<file path="config.mk">
export PLATFORM = sky130hd
export DESIGN_NAME = stdp_update_unit
export DESIGN_NICKNAME = d
export VERILOG_FILES = /design/src/rtl/stdp_pkg.sv /design/src/rtl/stdp_update_unit_lut.sv /design/src/rtl/stdp_update_unit.sv
export SDC_FILE = /design/constraint.sdc
export NUM_CORES = 1
export LEC_CHECK = 0
export CAP_MARGIN = 20
export CORE_MARGIN = 5
export CORE_UTILIZATION = 55
export CTS_CLUSTER_DIAMETER = 50
export DETAILED_ROUTE_END_ITERATION = 7
export PLACE_DENSITY = 0.74
export SLEW_MARGIN = 30
export SYNTH_ARGS = -nofsm -noshare
export SYNTH_HDL_FRONTEND = slang
export SYNTH_SLANG_ARGS = --single-unit
</file>
<file path="constraint.sdc">
create_clock -name clk -period 4.7 [get_ports clk]
set_input_delay 0.705 -clock clk [delete_from_list [all_inputs] [get_ports clk]]
set_output_delay 0.705 -clock clk [all_outputs]
set_load 0.01 [all_outputs]
</file>
<file path="src/rtl/stdp_pkg.sv">
// Shared types and constants for the STDP update engine: FSM states,
// mode encodings, the LTP/LTD delta lookup tables and the saturating
// weight arithmetic used on write-back.
package stdp_pkg;

    typedef enum logic [2:0] {
        ST_IDLE,
        ST_LTP_SCAN,
        ST_LTD_SCAN,
        ST_RD,
        ST_WR
    } state_e;

    localparam logic [1:0] MODE_OFF  = 2'b00;
    localparam logic [1:0] MODE_LTP  = 2'b01;
    localparam logic [1:0] MODE_LTD  = 2'b10;
    localparam logic [1:0] MODE_BOTH = 2'b11;

    localparam int MODE_LTP_BIT = 0;
    localparam int MODE_LTD_BIT = 1;

    localparam int NUM_BINS = 8;
    localparam int DW_WIDTH = 4;

    // Bin 0 is the shortest spike interval, so it carries the largest change.
    localparam logic [DW_WIDTH-1:0] LTP_LUT [NUM_BINS] =
        '{4'd8, 4'd6, 4'd4, 4'd3, 4'd2, 4'd1, 4'd1, 4'd0};
    localparam logic [DW_WIDTH-1:0] LTD_LUT [NUM_BINS] =
        '{4'd6, 4'd4, 4'd3, 4'd2, 4'd1, 4'd1, 4'd0, 4'd0};

    // Adds or subtracts dw from w in a wide signed domain, then clamps the
    // result into the unsigned range of a 'width'-bit weight.
    function automatic logic [31:0] sat_add(input logic [31:0] w,
                                            input logic [31:0] dw,
                                            input logic        sub,
                                            input int          width);
        logic signed [33:0] sum;
        logic        [31:0] max_v;
        max_v = (width >= 32) ? 32'hFFFF_FFFF : ((32'd1 << width) - 32'd1);
        if (sub) begin
            sum = $signed({2'b00, w}) - $signed({2'b00, dw});
        end else begin
            sum = $signed({2'b00, w}) + $signed({2'b00, dw});
        end
        if (sum < 0) begin
            return 32'd0;
        end else if (sum > $signed({2'b00, max_v})) begin
            return max_v;
        end else begin
            return sum[31:0];
        end
    endfunction

endpackage

</file>
<file path="src/rtl/stdp_update_unit_lut.sv">
// Combinational STDP delta lookup: turns a spike-interval age into an
// in-window flag and the weight change magnitude for LTP or LTD.
import stdp_pkg::*;

module stdp_lut #(
    parameter int T_WIDTH   = 6,
    parameter int BIN_SHIFT = 2
) (
    input  logic [T_WIDTH-1:0]  delta,
    input  logic                ltd,
    output logic [DW_WIDTH-1:0] dw,
    output logic                in_window
);

    localparam logic [31:0] WINDOW = 32'(NUM_BINS) << BIN_SHIFT;

    logic [2:0] bin;

    // Zero interval means simultaneous spikes and is never plastic.
    always_comb begin
        bin       = 3'(delta >> BIN_SHIFT);
        in_window = (delta != '0) && (32'(delta) < WINDOW);
        dw        = '0;
        if (in_window) begin
            dw = ltd ? LTD_LUT[bin] : LTP_LUT[bin];
        end
    end

endmodule

</file>
<file path="src/rtl/stdp_update_unit.sv">
// STDP engine for one post-neuron: tracks pre/post spike ages, queues
// spike events and walks affected synapses doing read-modify-write on the
// external weight memory.
import stdp_pkg::*;

module stdp_update_unit #(
    parameter int N_SYN     = 8,
    parameter int W_WIDTH   = 8,
    parameter int T_WIDTH   = 6,
    parameter int BIN_SHIFT = 2
) (
    input  logic                       clk,
    input  logic                       rst_n,
    input  logic                       kill,
    input  logic                       tick,
    input  logic [1:0]                 mode,
    input  logic [N_SYN-1:0]           pre_spike,
    input  logic                       post_spike,
    output logic                       w_rd_en,
    output logic                       w_wr_en,
    output logic [$clog2(N_SYN)-1:0]   w_addr,
    input  logic [W_WIDTH-1:0]         w_rdata,
    output logic [W_WIDTH-1:0]         w_wdata,
    output logic                       o_wait
);

    localparam int                 A_W       = $clog2(N_SYN);
    localparam logic [T_WIDTH-1:0] AGE_STALE = '1;
    localparam logic [A_W-1:0]     IDX_LAST  = A_W'(N_SYN - 1);

    state_e               state_q, state_d;
    logic [A_W-1:0]       idx_q, idx_d;
    logic [T_WIDTH-1:0]   pre_age_q [N_SYN];
    logic [T_WIDTH-1:0]   pre_age_d [N_SYN];
    logic [T_WIDTH-1:0]   snap_q [N_SYN];
    logic [T_WIDTH-1:0]   snap_d [N_SYN];
    logic [T_WIDTH-1:0]   post_age_q, post_age_d;
    logic [N_SYN-1:0]     pre_pend_q, pre_pend_d;
    logic                 post_pend_q, post_pend_d;
    logic [DW_WIDTH-1:0]  dw_q, dw_d;
    logic                 ltd_q, ltd_d;

    logic [N_SYN-1:0]     pre_clr;
    logic                 post_clr;
    logic [A_W-1:0]       low_idx;
    logic                 low_valid;
    logic [N_SYN-1:0]     pre_rem;

    logic [T_WIDTH-1:0]   lut_delta;
    logic                 lut_ltd;
    logic [DW_WIDTH-1:0]  lut_dw;
    logic                 lut_in_window;

    stdp_lut #(
        .T_WIDTH   (T_WIDTH),
        .BIN_SHIFT (BIN_SHIFT)
    ) u_lut (
        .delta     (lut_delta),
        .ltd       (lut_ltd),
        .dw        (lut_dw),
        .in_window (lut_in_window)
    );

    // Age counters: spike restarts at zero, tick ages until stale, kill forces stale.
    always_comb begin
        for (int i = 0; i < N_SYN; i++) begin
            pre_age_d[i] = pre_age_q[i];
            if (kill) begin
                pre_age_d[i] = AGE_STALE;
            end else if (pre_spike[i]) begin
                pre_age_d[i] = '0;
            end else if (tick && (pre_age_q[i] != AGE_STALE)) begin
                pre_age_d[i] = pre_age_q[i] + T_WIDTH'(1);
            end
        end
        post_age_d = post_age_q;
        if (kill) begin
            post_age_d = AGE_STALE;
        end else if (post_spike) begin
            post_age_d = '0;
        end else if (tick && (post_age_q != AGE_STALE)) begin
            post_age_d = post_age_q + T_WIDTH'(1);
        end
    end

    // Pending events accumulate; a new spike survives its own clear.
    always_comb begin
        pre_pend_d  = kill ? '0 : ((pre_pend_q & ~pre_clr) | pre_spike);
        post_pend_d = kill ? 1'b0 : ((post_pend_q & ~post_clr) | post_spike);
    end

    // Lowest pending pre channel and the set left once it is taken.
    always_comb begin
        low_valid = 1'b0;
        low_idx   = '0;
        for (int i = N_SYN - 1; i >= 0; i--) begin
            if (pre_pend_q[i]) begin
                low_valid = 1'b1;
                low_idx   = A_W'(i);
            end
        end
        pre_rem          = pre_pend_q;
        pre_rem[low_idx] = 1'b0;
    end

    // LTD uses the live post age; LTP uses the pre ages frozen at pass start.
    always_comb begin
        lut_ltd   = (state_q == ST_LTD_SCAN);
        lut_delta = lut_ltd ? post_age_q : snap_q[idx_q];
    end

    // Next-state and memory strobes; kill overrides everything to a quiet IDLE.
    always_comb begin
        state_d  = state_q;
        idx_d    = idx_q;
        snap_d   = snap_q;
        dw_d     = dw_q;
        ltd_d    = ltd_q;
        pre_clr  = '0;
        post_clr = 1'b0;
        w_rd_en  = 1'b0;
        w_wr_en  = 1'b0;
        w_addr   = '0;
        w_wdata  = '0;

        unique case (state_q)
            ST_IDLE: begin
                if (post_pend_q) begin
                    state_d  = ST_LTP_SCAN;
                    idx_d    = '0;
                    snap_d   = pre_age_q;
                    post_clr = 1'b1;
                end else if (low_valid) begin
                    state_d = ST_LTD_SCAN;
                end
            end
            ST_LTP_SCAN: begin
                if (mode[MODE_LTP_BIT] && lut_in_window) begin
                    state_d = ST_RD;
                    dw_d    = lut_dw;
                    ltd_d   = 1'b0;
                end else if (idx_q == IDX_LAST) begin
                    state_d = ST_IDLE;
                end else begin
                    idx_d = idx_q + A_W'(1);
                end
            end
            ST_LTD_SCAN: begin
                if (!low_valid) begin
                    state_d = ST_IDLE;
                end else begin
                    pre_clr[low_idx] = 1'b1;
                    idx_d            = low_idx;
                    if (mode[MODE_LTD_BIT] && lut_in_window) begin
                        state_d = ST_RD;
                        dw_d    = lut_dw;
                        ltd_d   = 1'b1;
                    end else if (pre_rem == '0) begin
                        state_d = ST_IDLE;
                    end
                end
            end
            ST_RD: begin
                w_rd_en = 1'b1;
                w_addr  = idx_q;
                state_d = ST_WR;
            end
            ST_WR: begin
                w_wr_en = 1'b1;
                w_addr  = idx_q;
                w_wdata = W_WIDTH'(sat_add(32'(w_rdata), 32'(dw_q), ltd_q, W_WIDTH));
                if (ltd_q) begin
                    state_d = ST_LTD_SCAN;
                end else if (idx_q == IDX_LAST) begin
                    state_d = ST_IDLE;
                end else begin
                    state_d = ST_LTP_SCAN;
                    idx_d   = idx_q + A_W'(1);
                end
            end
            default: begin
                state_d = ST_IDLE;
            end
        endcase

        if (kill) begin
            state_d = ST_IDLE;
            w_rd_en = 1'b0;
            w_wr_en = 1'b0;
            w_addr  = '0;
            w_wdata = '0;
        end
    end

    // Busy whenever a walk is in progress or an event still waits.
    always_comb begin
        o_wait = (state_q != ST_IDLE) || post_pend_q || (|pre_pend_q);
    end

    // State register; reset leaves everything idle with stale ages.
    always_ff @(posedge clk or negedge rst_n) begin
        if (!rst_n) begin
            state_q     <= ST_IDLE;
            idx_q       <= '0;
            pre_age_q   <= '{default: AGE_STALE};
            snap_q      <= '{default: AGE_STALE};
            post_age_q  <= AGE_STALE;
            pre_pend_q  <= '0;
            post_pend_q <= 1'b0;
            dw_q        <= '0;
            ltd_q       <= 1'b0;
        end else begin
            state_q     <= state_d;
            idx_q       <= idx_d;
            pre_age_q   <= pre_age_d;
            snap_q      <= snap_d;
            post_age_q  <= post_age_d;
            pre_pend_q  <= pre_pend_d;
            post_pend_q <= post_pend_d;
            dw_q        <= dw_d;
            ltd_q       <= ltd_d;
        end
    end

endmodule

</file>
==> results.md, run 1 <==
- Status: completed
- Slew Limit Fails: 0
- HP Class: primary input to async pin
- Highest routed layer: met5
- Clk buf depth: 2
- Critical Path AT: 3.38 ns
- Drt first pass iters: 5
- Maximum vdd drop: between 0.0003 and 0.0004 V
- Die height: ~120 um
- Worst-path fanout max: 5
- Startpoint types: primary input
- Number of synthesized register bits: around 120
- Fillers: 967
- Nets: around 750
- Setup TNS: 0 ns
- EDFF count, synth: 0
- Mapped Cells: between 600 and 700
- ANT nets after route: 0
- Top cell type's share of synthesized area: 0.378
- Met3 routed WL: ~980 um
- Die area: 15300 um^2
- Placed cells: 849
- Pwr per Cell Area: between 500 and 600 nW/um^2
- Die Span X: 124 um
- Initial DRC Count: 465
- N_diodes: 0
- Mean post-synth cell area: ~10 um^2
- Most common cell in the synthesized netlist: dfstp_2
- Wire per inst: around 18 um
- Fin. Hold Viols: 0
- Antenna violations before repair: 2
- Number of global-route vias before repair: 5302
- Met1 WL: between 6 and 7 mm
- Area after DPL: between 7000 and 8000 um^2
- Final wirelength: 16.0 mm
- Period utilization: 0.868
- Critical Path RT: ~4 ns
- Max Cap Violations: 0
- Hold buffers post-CTS: 0
- Post-DP HPWL: roughly 11 mm
- Clk_skew: ~0.0070 ns
- Worst skew pair latency: roughly 0.42 ns
- Core area: 12600 um^2
- H-tree depth: 4
- DRC: 0
- Grt total ovfl: 0
- Setup ws final: a little over 0.6 ns
- RSZ-0062 raised after global routing: false
- Root Driver: clkbuf_16
- Non-Filler Instances: a little under 900
- Critical path class: primary input to output pin
- Leakage: about 3.3 nW
- Top cells by area, synth: dfstp_2 (38%), dfrtp_1 (7.1%), mux2_2 (4.8%)
- Commonest cells in the netlist: dfstp_2 (102), a21oi_1 (59), nor2_1 (59)
- Final hold slack: roughly 0.32 ns
- Metal2 WL: around 7.6 mm
- Post-Syn Area: ~7100 um^2
- Distinct cell type count after synthesis: between 60 and 70
- Post-CTS Setup Inserts: 0
- Fmax: roughly 240 MHz
- Syn nets: 730
- Via Count: ~5400
- Worst-path clk slew: ~0.050 ns
- GRT Util Overall: 0.223
- First-pass GRT wire length: 26.4 mm
- Tot Pwr: 4.60 mW
- Final setup violating endpoints: 0
- Pre-CTS WS: ~0.64 ns
- Initial Utilization: 0.562
- Routed vias/inst: approximately 6.1
- GP Congestion: around 0.93
- Cell taking the most area after synthesis: dfstp_2
- Critical path endpoint category: output pin
- Async SR Flop Fraction: 1.00
- Slew margin rel.: 0.359
- Port Buffers: 36
- Synthesis-to-layout area growth: 14.9%
- Clk sinks: ~120
- Io pins: 37
- Final core occ: 0.646
- CTS tree: yes
- Post-layout min period: around 4 ns
- Slew @ Worst Pin: 0.959 ns
- Design area: a little over 8000 um^2
- Post-cts resize count: 0
- Ys flop type: dfstp_2
- Total CTS buffers: 17
- Rows: ~40
- Largest net degree at the start of global routing: between 80 and 90
- Ys Warns: 0
- Fraction of layout cells with a size suffix above 1: 0.264
- Register area share after synthesis: 0.448
[registers in the layout, indices dropped and copies added (netlist names)]
signal / flops
pre_age_q: 48
snap_q: 48
idx_q: 3
pre_pend_q: 8
dw_q: 4
ltd_q: 1
post_pend_q: 1
state_q: 3
post_age_q: 6
[final timing paths]
check                      depth (start not counted)  slack, ns        from      endpoint
setup / recovery                                  12       0.62  w_rdata[0]    w_wdata[7]
hold / removal                                     1       0.32       rst_n    state_q[1]
setup reg to reg                                   9       1.71    idx_q[0]      idx_q[0]
hold reg to reg                                    2       0.52     dw_q[2]       dw_q[2]
max in group asynchronous                          2       3.34       rst_n  pre_age_q[7]
min in group clk                                   2       0.52     dw_q[2]       dw_q[2]
[per-layer routing]
layer  vias to the layer above  global-route usage
met2                       163               0.354
li1                       2516                   -
met5                         -                   0
met4                         4              0.0955
met3                        40              0.0613
met1                      2695               0.287
[placed cells by master, fill, tap and decap left out, drive strengths merged, types with 11 or more instances in the layout]
master	Yosys	layout
clkbuf	32	21
a31oi	24	24
o21ai	12	12
mux2	54	54
nor3	11	11
mux2i	13	13
a21oi	59	59
clkdlybuf4s50	0	34
and3	19	19
o21bai	15	15
dfstp	102	102
a21o	17	17
ha	24	24
dfrtp	20	20
nor2	59	59
nand2	36	36
inv	28	30
o22a	32	32
[worst max-delay path: stages]
cell             delay [ns]
clkdlybuf4s50_1        0.50
ha_1                   0.18
inv_1                  0.06
fa_1                   0.38
nor2_1                 0.13
nor2_1                 0.05
o21bai_1               0.15
and3_1                 0.27
nor3_1                 0.09
o21a_1                 0.18
nor3_1                 0.13
clkdlybuf4s50_1        0.56
[power by group]
part	total, mW	switching, mW	leakage, nW	internal [mW]
Sequential	1.83	0.286	1.33	1.54
Combinational	1.40	0.701	1.64	0.702
Clock	1.37	0.470	0.314	0.904
Total	4.60	1.46	3.28	3.15
[cells by family (layout without fill, tap and decap cells)]
kind of cell | Yosys count | in the layout | synth area share
AO/OA/AOI/OAI | 192 | 192 | 0.188
AND/OR/NAND/NOR | 178 | 178 | 0.127
flip-flops | 122 | 122 | 0.448
multiplexers | 73 | 73 | 0.126
buffers and inverters | 71 | 99 | 0.0393
adder cells (fa/ha/maj) | 26 | 26 | 0.0480
XOR/XNOR | 19 | 19 | 0.0234
[area by class of cell]
cell class              count  area [um^2]  share of cell area
clock buffers              21          492              0.0603
clock inverters            11          138              0.0169
inverters                  28          105              0.0129
multi-input cells         488         3640               0.447
flip-flops and latches    122         3180               0.390
well taps                 172          215              0.0264
repair buffers             39          379              0.0465
No activity file was read; power rests on OpenSTA's default activity.
==> inputs of run 2 (changes only) <==
DONT_BUFFER_PORTS = 1   (was not set)
PLACE_DENSITY = 0.7   (was 0.74)
==> run 2 against run 1 <==
Against the previous run: routed wire length shrank 3.1%; flip-flop and latch count stayed put; core utilization fell by 2.8 points; largest cell class unchanged.
==> results.md, run 2 (same netlist as run 1, synthesis figures left out) <==
- Status: completed
- Gr busiest metal: met2
- Nets: ~700
- GP Congestion: 0.913
- Top delay family on crit path: simple AND/OR/NAND/NOR gates
- Fillers: just over 1000
- Global Route met2 Usage: 0.352
- Fmax: between 300 and 400 MHz
- Most frequent cells in the layout: dfstp_2 (102), a21oi_1 (59), nor2_1 (58)
- Wire per inst: 18.3 um
- Initial Utilization: 0.562
- Post-cts resize count: 0
- Post-layout min period: between 3 and 4 ns
- Root Driver: clkbuf_16
- RSZ-0062 raised after global routing: false
- Drt first pass iters: 5
- Critical path class: flop to output pin
- Slowest-stage cell, CP: dfrtp_1
- Largest registers: pre_age_q (48), snap_q (48), pre_pend_q (8)
- Worst skew pair latency: ~0.42 ns
- Final wirelength: between 15 and 20 mm
- Slew @ Worst Pin: between 0.7 and 0.8 ns
- Synthesis-to-layout area growth: 9.93%
- Largest net degree at the start of global routing: approximately 100
- Global Route met3 Usage: 0.0509
- Setup TNS: 0 ns
- Fin. Hold Viols: 0
- Grt total ovfl: 0
- Slew Limit Fails: 0
- Via Count: around 5200
- Period utilization: 0.705
- N_diodes: 0
- Number of global-route vias before repair: between 5000 and 6000
- Initial DRC Count: approximately 370
- Routed vias/inst: between 6 and 7
- ANT nets after route: 0
- Flop2flop setup slack: around 1.8 ns
- Post-DP HPWL: 10.7 mm
- DRC: 0
- Max Cap Violations: 0
- Io pins: 37
- HP Class: primary input to async pin
- Grt met1 use: 0.287
- Crit path largest cell delay: just under 0.4 ns
- Critical path endpoint category: output pin
- Final hold slack: around 0.14 ns
- CP bufs+invs: 1
- Clk_skew: roughly 0.016 ns
- CP cell instances: ha_1, inv_1, fa_1, nor2_1, nor2_1, o21bai_1, and3_1, nor3_1, o21a_1, nor3_1
- Worst-path clk slew: 0.05 ns
- GRT Util Overall: 0.216
- Port Buffers: 0
- Critical Path RT: between 3 and 4 ns
- Design area: between 7000 and 8000 um^2
- Area after DPL: 7190 um^2
- Slew margin rel.: 0.529
- Total CTS buffers: 17
- Fraction of layout cells with a size suffix above 1: 0.272
- Pwr per Cell Area: 578 nW/um^2
- Critical Path AT: roughly 2.6 ns
- Worst-path fanout max: 5
- H-tree depth: 4
- Hold buffers post-CTS: 1
- Die area: about 15000 um^2
- Rows: slightly above 40
- Antenna violations before repair: 0
- First-pass GRT wire length: about 26 mm
- Post-CTS Setup Inserts: 0
- Final setup violating endpoints: 0
- Commonest non-fill, non-tap cell in the layout: dfstp_2
- Core area: roughly 13000 um^2
- Clk sinks: between 100 and 150
- Tot Pwr: roughly 4.5 mW
- Startpoint types: flop
- Leakage: 3.14 nW
- Die Span X: 124 um
- Maximum vdd drop: about 0.00026 V
- CTS tree: yes
- Final core occ: 0.618
- Die height: ~120 um
- Clk buf depth: 2
run 2: worst reg2reg max path: cells and delay by family (launching register included):
| kind | cells | cell delay, ns |
|---|---|---|
| flops | 1 | 0.69 |
| compound gates | 3 | 0.65 |
| mux | 1 | 0.59 |
| simple gates | 4 | 0.51 |
| fa+ha+maj | 1 | 0.30 |
run 2: final timing paths:
kind / startpoint / depth (start not counted) / endpoint
max: dw_q[0] / 10 / w_wdata[7]
min: rst_n / 0 / pre_age_q[46]
min in group clk: pre_spike[3] / 1 / pre_age_q[24]
max in group asynchronous: rst_n / 1 / idx_q[0]
min reg2reg: dw_q[2] / 2 / dw_q[2]
max reg2reg: idx_q[0] / 9 / dw_q[3]
run 2: metal layers:
metal / wire length [um] / vias to the layer above
met5: 0 / -
met4: 198 / 0
met3: 819 / 19
met2: 7670 / 122
met1: 6760 / 2622
li1: - / 2451
run 2: area by class of cell:
cell class | count | area (um^2) | share of cell area
multi-input combinational | 488 | 3640 | 0.467
clock inverter | 8 | 115 | 0.0148
tap | 172 | 215 | 0.0276
timing repair buffer | 4 | 47.5 | 0.00609
sequential | 122 | 3180 | 0.408
clock buffer | 24 | 492 | 0.0630
inverter | 28 | 105 | 0.0135
run 2: per-stage QoR:
stage | cells | worst slack (ns)
finish | 846 | 1.39
global route | 846 | 1.23
floorplan | 681 | 1.75
global placement | 812 | 1.62
CTS | 846 | 1.41
detailed placement | 813 | 1.59
run 2: power breakdown:
group          switching (mW)  internal [mW]
sequential              0.295           1.54
clock                   0.444          0.885
combinational           0.644          0.698
